**config.mk**
```make
export PLATFORM = sky130hd
export DESIGN_NAME = sync_fifo_flags
export DESIGN_NICKNAME = d
export VERILOG_FILES = /design/src/rtl/sync_fifo_pkg.sv /design/src/rtl/sync_fifo_mem.sv /design/src/rtl/sync_fifo_flags.sv
export SDC_FILE = /design/constraint.sdc
export NUM_CORES = 1
export LEC_CHECK = 0
export CAP_MARGIN = 20
export CORE_MARGIN = 3
export CORE_UTILIZATION = 30
export DETAILED_ROUTE_END_ITERATION = 10
export PLACE_DENSITY = 0.52
export SYNTH_ARGS = -nofsm -noshare
export SYNTH_HDL_FRONTEND = slang
export SYNTH_SLANG_ARGS = --single-unit
```
**constraint.sdc**
```tcl
create_clock -name clk -period 3.7 [get_ports clk]
set_input_delay 0.37 -clock clk [delete_from_list [all_inputs] [get_ports clk]]
set_output_delay 0.37 -clock clk [all_outputs]
set_load 0.02 [all_outputs]
```
**src/rtl/sync_fifo_pkg.sv**
```systemverilog
// Purpose : shared types and elaboration helpers for the sync_fifo_flags slice.
// Latency : n/a (declarations only).
// Backpressure: n/a.
//
// Contents:
//   ptr_w(depth)  - pointer width: address bits plus one wrap bit
//   is_pow2(v)    - true when v is a non-zero power of two
//   fifo_err_t    - registered error pulses {overflow, underflow}
package sync_fifo_pkg;

   // One extra bit beyond the address lets full and empty be told apart
   // when the address bits of both pointers coincide.
   function automatic int ptr_w(input int depth);
      return $clog2(depth) + 1;
   endfunction

   function automatic bit is_pow2(input int v);
      return (v > 0) && ((v & (v - 1)) == 0);
   endfunction

   typedef struct packed {
      logic overflow;
      logic underflow;
   } fifo_err_t;

endpackage

```
**src/rtl/sync_fifo_mem.sv**
```systemverilog
// Purpose : dual-port storage array, one synchronous write port, one read port.
// Latency : write lands at the clock edge; read is 1 cycle (registered) or 0 (FWFT).
// Backpressure: none; the caller only asserts we/re for accepted operations.
//
// Ports:
//   clk, rst_n         - clock, synchronous active-low reset (read register only)
//   we, waddr, wdata   - write port
//   re, raddr, rdata   - read port
// Build option: SYNC_FIFO_FWFT_EN makes the read port combinational.
module sync_fifo_mem #(
   parameter int DEPTH = 16,
   parameter int WIDTH = 8,
   parameter int AW    = 4
) (
   input  logic             clk,
   input  logic             rst_n,
   input  logic             we,
   input  logic [AW-1:0]    waddr,
   input  logic [WIDTH-1:0] wdata,
   input  logic             re,
   input  logic [AW-1:0]    raddr,
   output logic [WIDTH-1:0] rdata
);

   // Storage is deliberately not reset; contents are only ever observed
   // through a pointer that has been written since reset.
   logic [WIDTH-1:0] mem [DEPTH];

   always_ff @(posedge clk) begin
      if (we) begin
         mem[waddr] <= wdata;
      end
   end

`ifdef SYNC_FIFO_FWFT_EN
   // Head word is presented continuously; the pop only advances raddr
   // in the parent, so neither re nor rst_n is needed here.
   assign rdata = mem[raddr];

   logic unused_rd_ctrl;
   assign unused_rd_ctrl = &{1'b0, re, rst_n};
`else
   // Output register holds its value whenever no read is accepted.
   always_ff @(posedge clk) begin
      if (!rst_n) begin
         rdata <= '0;
      end else if (re) begin
         rdata <= mem[raddr];
      end
   end
`endif

endmodule

```
**src/rtl/sync_fifo_flags.sv**
```systemverilog
// Purpose : single-clock FIFO with count, almost-full/empty flags and error pulses.
// Latency : flags update the cycle after an accepting edge; data_out 1 cycle after r_en (0 in FWFT).
// Backpressure: writes while full / reads while empty are dropped and flagged one cycle later.
//
// Ports:
//   clk, rst_n               - clock, synchronous active-low reset
//   w_en, data_in            - write request and data
//   r_en, data_out           - read request (pop in FWFT) and data
//   full, empty              - occupancy == DEPTH / == 0
//   almost_full/almost_empty - count >= AF_LEVEL / count <= AE_LEVEL
//   count                    - occupancy 0..DEPTH
//   overflow, underflow      - one-cycle pulses for rejected requests
// Build option: SYNC_FIFO_FWFT_EN selects first-word-fall-through reads.
module sync_fifo_flags
   import sync_fifo_pkg::*;
#(
   parameter int DEPTH    = 16,
   parameter int WIDTH    = 8,
   parameter int AF_LEVEL = DEPTH - 2,
   parameter int AE_LEVEL = 2
) (
   input  logic                      clk,
   input  logic                      rst_n,
   input  logic                      w_en,
   input  logic [WIDTH-1:0]          data_in,
   input  logic                      r_en,
   output logic [WIDTH-1:0]          data_out,
   output logic                      full,
   output logic                      empty,
   output logic                      almost_full,
   output logic                      almost_empty,
   output logic [ptr_w(DEPTH)-1:0]   count,
   output logic                      overflow,
   output logic                      underflow
);

   localparam int PW = ptr_w(DEPTH);
   localparam int AW = PW - 1;
   localparam logic [PW-1:0] AF_L = PW'(AF_LEVEL);
   localparam logic [PW-1:0] AE_L = PW'(AE_LEVEL);

   generate
      if (!is_pow2(DEPTH) || DEPTH < 2) begin : g_bad_depth
         $error("sync_fifo_flags: DEPTH must be a power of two and at least 2");
      end
      if (AE_LEVEL < 0 || AE_LEVEL >= AF_LEVEL || AF_LEVEL > DEPTH) begin : g_bad_levels
         $error("sync_fifo_flags: need 0 <= AE_LEVEL < AF_LEVEL <= DEPTH");
      end
   endgenerate

   logic [PW-1:0] w_ptr;
   logic [PW-1:0] r_ptr;
   fifo_err_t     err_q;
   logic          wr_acc;
   logic          rd_acc;

   // Flags are pure functions of the pointers, so they reflect the state
   // at the start of the cycle and any accept decision uses that state.
   assign full  = (w_ptr[AW] != r_ptr[AW]) && (w_ptr[AW-1:0] == r_ptr[AW-1:0]);
   assign empty = (w_ptr == r_ptr);
   // Modular subtraction stays correct across the wrap bit.
   assign count        = w_ptr - r_ptr;
   assign almost_full  = (count >= AF_L);
   assign almost_empty = (count <= AE_L);

   // At full, a concurrent read does not free a slot for this cycle's write;
   // at empty, a concurrent write is not bypassed to the reader.
   assign wr_acc = w_en && !full;
   assign rd_acc = r_en && !empty;

   always_ff @(posedge clk) begin
      if (!rst_n) begin
         w_ptr <= '0;
         r_ptr <= '0;
         err_q <= '0;
      end else begin
         if (wr_acc) begin
            w_ptr <= w_ptr + 1'b1;
         end
         if (rd_acc) begin
            r_ptr <= r_ptr + 1'b1;
         end
         err_q.overflow  <= w_en && full;
         err_q.underflow <= r_en && empty;
      end
   end

   assign overflow  = err_q.overflow;
   assign underflow = err_q.underflow;

   // Write is suppressed during reset so a request in the reset cycle
   // leaves no trace in the array.
   sync_fifo_mem #(
      .DEPTH (DEPTH),
      .WIDTH (WIDTH),
      .AW    (AW)
   ) u_mem (
      .clk   (clk),
      .rst_n (rst_n),
      .we    (wr_acc && rst_n),
      .waddr (w_ptr[AW-1:0]),
      .wdata (data_in),
      .re    (rd_acc),
      .raddr (r_ptr[AW-1:0]),
      .rdata (data_out)
   );

endmodule
```
Word level (Yosys, flattened, before mapping):

Memories as Yosys holds them, arrays and structs flattened. A register that Yosys moved wholly into a read port is not among the register bits.
Cells that the tools add are included.

* word-level logic and storage cells: 24
* output and inout bits: 19
* bits in writable memories: 128
* memories: 1
* input bits: 12
* bits in registers: 12

* equal/unequal tests: 3
* $lt $le $gt $ge: 2
* mux-type cells: 2
* reduce and logical (&&, ||, !) cells: 9
* add/subtract/negate cells: 3

Memory list
* u_mem.mem: words 16, width 8, rd ports 1, clocked after memory_dff 1, write ports 1, line sync_fifo_mem.sv:27 `logic [WIDTH-1:0] mem [DEPTH];`

Operator list (number)
* adder 5 x 1 -> 5 bit (second input constant): 2
* logical AND 1 bit: 6
* == test 5 bit: 1
* greater-or-equal comparator 5 x 4 -> 1 bit (second input constant): 1
* less-or-equal comparator 5 x 2 -> 1 bit (second input constant): 1
* subtractor 5 bit: 1
* == test 4 bit: 1
* logical NOT 1 bit: 3
* two-way mux 1 bit: 2
* inequality test 1 bit: 1

Longest topological paths before layout:

* depth after elaboration: 7
* depth in mapped cells: 9
* mapped depth without buffers: 8

Modules after synthesis:

From an unflattened synthesis, not the netlist that was laid out.

* cell total of the unflattened synthesis: 396
* area, all modules: 6054.6 µm²

Modules (own cells, without submodules)
* sync_fifo_mem: cells each 318, times used 1, area each 5351.4 µm²
* sync_fifo_flags: cells each 78, times used 1, area each 703.2 µm²

Worst setup path after synthesis:

No wires, ideal clock.

* path type: flip-flop to output port
* from: register r_ptr[1]
* to: output port almost_empty
* data required time: 3330 ps
* cell stages (with the launch flop): 9
* setup slack: 841 ps
* arrival: 2489 ps
* cells stage by stage: dfxtp_1 buf_4 buf_4 inv_1 fa_1 a21o_1 a21oi_1 xnor2_1 a211oi_1

* longest elaborated chain between the ends: 2

Ends and longest elaborated chain
* from (decl): line sync_fifo_flags.sv:52 `logic [PW-1:0] r_ptr;`
* from (signal assigned): line sync_fifo_flags.sv:81 `r_ptr <= r_ptr + 1'b1;`
* subtractor 5 bit: line sync_fifo_flags.sv:62 `assign count = w_ptr - r_ptr;`
* net count[4]: line sync_fifo_flags.sv:32 `output logic [ptr_w(DEPTH)-1:0] count,`
* less-or-equal comparator 5 x 2 -> 1 bit: line sync_fifo_flags.sv:64 `assign almost_empty = (count <= AE_L);`
* to (decl): line sync_fifo_flags.sv:31 `output logic almost_empty,`

The timed path passes the listed nets, and every way through them passes these cells.

Worst setup path in the final report:

* from: register r_ptr[3]
* to: output port almost_empty

* longest elaborated chain between the ends: 2

Ends and longest elaborated chain (line)
* subtractor 5 bit: sync_fifo_flags.sv:62
* less-or-equal comparator 5 x 2 -> 1 bit: sync_fifo_flags.sv:64

Every way passes these cells.

==> results_dict.tcl <==
set metrics [dict create \
    outcome "finished, final reports clean" \
    cts_resized 0 \
    fmax_mhz 309 \
    synth_top_family_by_area "multiplexers" \
    grt_pass1_wl_mm 20.8 \
    holdBufCountCts 0 \
    ys_seq_area_frac 0.710 \
    fin_nets 452 \
    ys_warn_count 0 \
    clkSlewWorstSetupHoldPaths_ns 0.06 \
    hold_ws_ns 0.535 \
    r2r_slack_ns 0.90 \
    instances_no_fill 707 \
    hp-class "reg2reg" \
    worst_ep_arrival_time_ns 2.87 \
    root_buffer "clkbuf_16" \
    viasPerCell 4.77 \
    start_util 0.306 \
    tightest_slew_ns 0.708 \
    synth_cell_types 40 \
    cts_made_buffers 17 \
    cts_buffer_depth 2 \
    grt_max_degree 32 \
    cap_violations 0 \
    p_per_area_mw_per_mm2 573 \
    diodes 0 \
    synth_xor_area_frac 0.0144 \
    rsz0062_at_grt "no" \
    fin_area_sq_mm 0.00722 \
    total_power_uw 4140 \
    final.setup.tns_ns 0 \
    worstPathMaxFanout 15 \
    die_h_um 147 \
    path_class "reg2out" \
    dpl_cell_area_sq_mm 0.00666 \
    totalWireLength_mm 13.4 \
    detail-route-antenna-nets 0 \
    core-area_sq_mm 0.0195 \
    rows 51 \
    slew_headroom 0.527 \
    drc 0 \
    setup_viol 0 \
    end_kind "output port" \
    synth_compound_area_frac 0.0692 \
    reg2reg_depth 6 \
    dr.pass1.iters 5 \
    area_growth_pct 20.8 \
    whs_endpoint "r_ptr[4]$_SDFFE_PN0P_" \
    syn_inst 380 \
    syn_nets 402 \
    leakage_uw 0.00227 \
    synth-simple-area-share 0.0502 \
    dieArea_sq_mm 0.0217 \
    grtUsageMet1 0.187 \
    crit_required_ns 3.33 \
    min_period_ns 3.24 \
    hold_violations 0 \
    hold_depth 2 \
    synthAdderAreaFrac 0.0222 \
    die_width_um 147 \
    synth.avg_cell_area_sq_um 15.7 \
    cts_setup_buffers 0 \
    pin_count 31 \
    syn_area_sq_mm 0.00598 \
    dp_hpwl_mm 8.64 \
    start_kind "flop" \
    clk-insertion-delay-late_ns 0.41 \
    synth_seq_cells 148 \
    antenna_found_initial 0 \
    gp_congestion 0.748 \
    drt_iter0_drc 303 \
    reg2reg_to "u_mem.mem[10][1]$_DFFE_PP_" \
    ctsHtreeMaxLevel 4 \
    gr-usage-met2 0.192 \
    skew_ns 0.0106 \
    port_buffers 30 \
    num_vias 3370 \
    routedWlPerCell_um 18.9 \
    placedCellCount 676 \
    reg2reg_from "r_ptr[3]$_SDFFE_PN0P_" \
    hold_start "r_ptr[4]$_SDFFE_PN0P_" \
    drv_slew 0 \
    grt_overflow 0 \
    grt_usage 0.130 \
    finalCritPeriodShare 0.875 \
    grt_util_met3 0.0386 \
    drive_above_1_share 0.129 \
    cts_sinks 148 \
    cts_tree "built" \
    ir_worst_vdd_mv 0.276 \
    grt_busiest_layer "met2" \
    synth.mux.area_fraction 0.114 \
    first_global_vias 3425 \
]
-- flip-flops by register name, summed over array words and instances (netlist names) --
name and count:
w_ptr 5, u_mem.rdata 8, underflow 1, r_ptr 5
u_mem.mem 128, overflow 1
-- cells by family after synthesis --
logic type / Yosys count
xor gates and xnor gates: 9
adders and majority gates: 10
buffers and inverters: 26
DFF: 148
muxes: 58
and+or+nand+nor: 62
AOI/OAI and AO/OA: 67
-- metal layers --
layer / vias up / share of wire / routed length [um]
met2: 81 / 0.46 / 6170
met5: - / 0 / 0
met1: 1701 / 0.47 / 6230
met3: 8 / 0.061 / 812
li1: 1580 / - / -
met4: 0 / 0.012 / 154
-- cells in the mapped netlist, drive strengths merged --
master | count | area, sq um
nor2 | 21 | 78.8
o211ai | 3 | 22.5
a211oi | 1 | 7.51
a221oi | 8 | 70.1
a21o | 2 | 15.0
nand4 | 1 | 6.26
o21a | 1 | 7.51
nand3 | 2 | 10.0
xnor2 | 5 | 51.3
nand3b | 2 | 15.0
clkinv | 1 | 3.75
and2 | 1 | 6.26
mux2i | 50 | 500
ha | 9 | 113
and4 | 1 | 8.76
a21boi | 1 | 11.3
a21oi | 13 | 65.1
mux4 | 8 | 180
o22ai | 16 | 100
o21ai | 21 | 105
or3 | 3 | 18.8
clkbuf | 5 | 20.0
fa | 1 | 20.0
or3b | 1 | 8.76
nor2b | 2 | 12.5
edfxtp | 128 | 3840
nand2 | 9 | 33.8
a41o | 1 | 10.0
xor2 | 4 | 35.0
and3 | 2 | 12.5
dfxtp | 20 | 400
buf | 12 | 68.8
inv | 8 | 30.0
nor3 | 14 | 70.1
nand2b | 3 | 18.8
-- worst max-delay path, cell delays in order (launching register included) --
cell	delay, ns
dfxtp_1	0.64
inv_1	0.13
ha_1	0.38
or3_1	0.43
a211oi_1	0.24
clkdlybuf4s50_1	0.64
-- placed cells by master (no fill, tap or decap), types with 4 or more instances in the layout --
cell	count
a21oi_1	13
clkbuf_16	17
dfxtp_1	19
buf_4	18
edfxtp_1	128
ha_1	9
xnor2_1	4
o21ai_0	20
xor2_1	4
a221oi_1	8
inv_1	8
clkdlybuf4s50_1	30
nor2_1	21
o22ai_1	16
nor3_1	14
mux2i_1	50
mux4_2	8
nand2_1	9
-- cell type report --
cell class,count,area [sq um]
clock buffer,19,433
clock inverter,12,129
fill,1858,12300
inverter,9,33.8
multi-input combinational,206,1610
sequential,148,4250
tap,265,332
timing repair buffer,48,435
-- how the worst max path moves through the flow --
| stage | start | endpoint |
|---|---|---|
| after floorplan | r_ptr[1]$_SDFFE_PN0P_ | almost_empty |
| after global placement | w_ptr[0]$_SDFFE_PN0N_ | almost_empty |
| after global routing | w_ptr[0]$_SDFFE_PN0N_ | almost_empty |
| after detailed placement | w_ptr[0]$_SDFFE_PN0N_ | almost_empty |
| after CTS | w_ptr[0]$_SDFFE_PN0N_ | almost_empty |
| final | r_ptr[3]$_SDFFE_PN0P_ | almost_empty |
-- report_power, final --
part	total (uW)	internal [uW]	switching, uW
Combinational	627	263	364
Clock	1630	989	639
Sequential	1880	1850	28.7
-- per-stage QoR --
| step | setup slack [ns] | util |
|---|---|---|
| after floorplan | 0.841 | - |
| after global placement | 0.905 | 0.341 |
| after detailed placement | 0.874 | 0.341 |
| after CTS | 0.429 | 0.370 |
| after global routing | 0.237 | 0.370 |
| final | 0.464 | 0.370 |
Note: power is estimated with default switching activity, not from simulation.
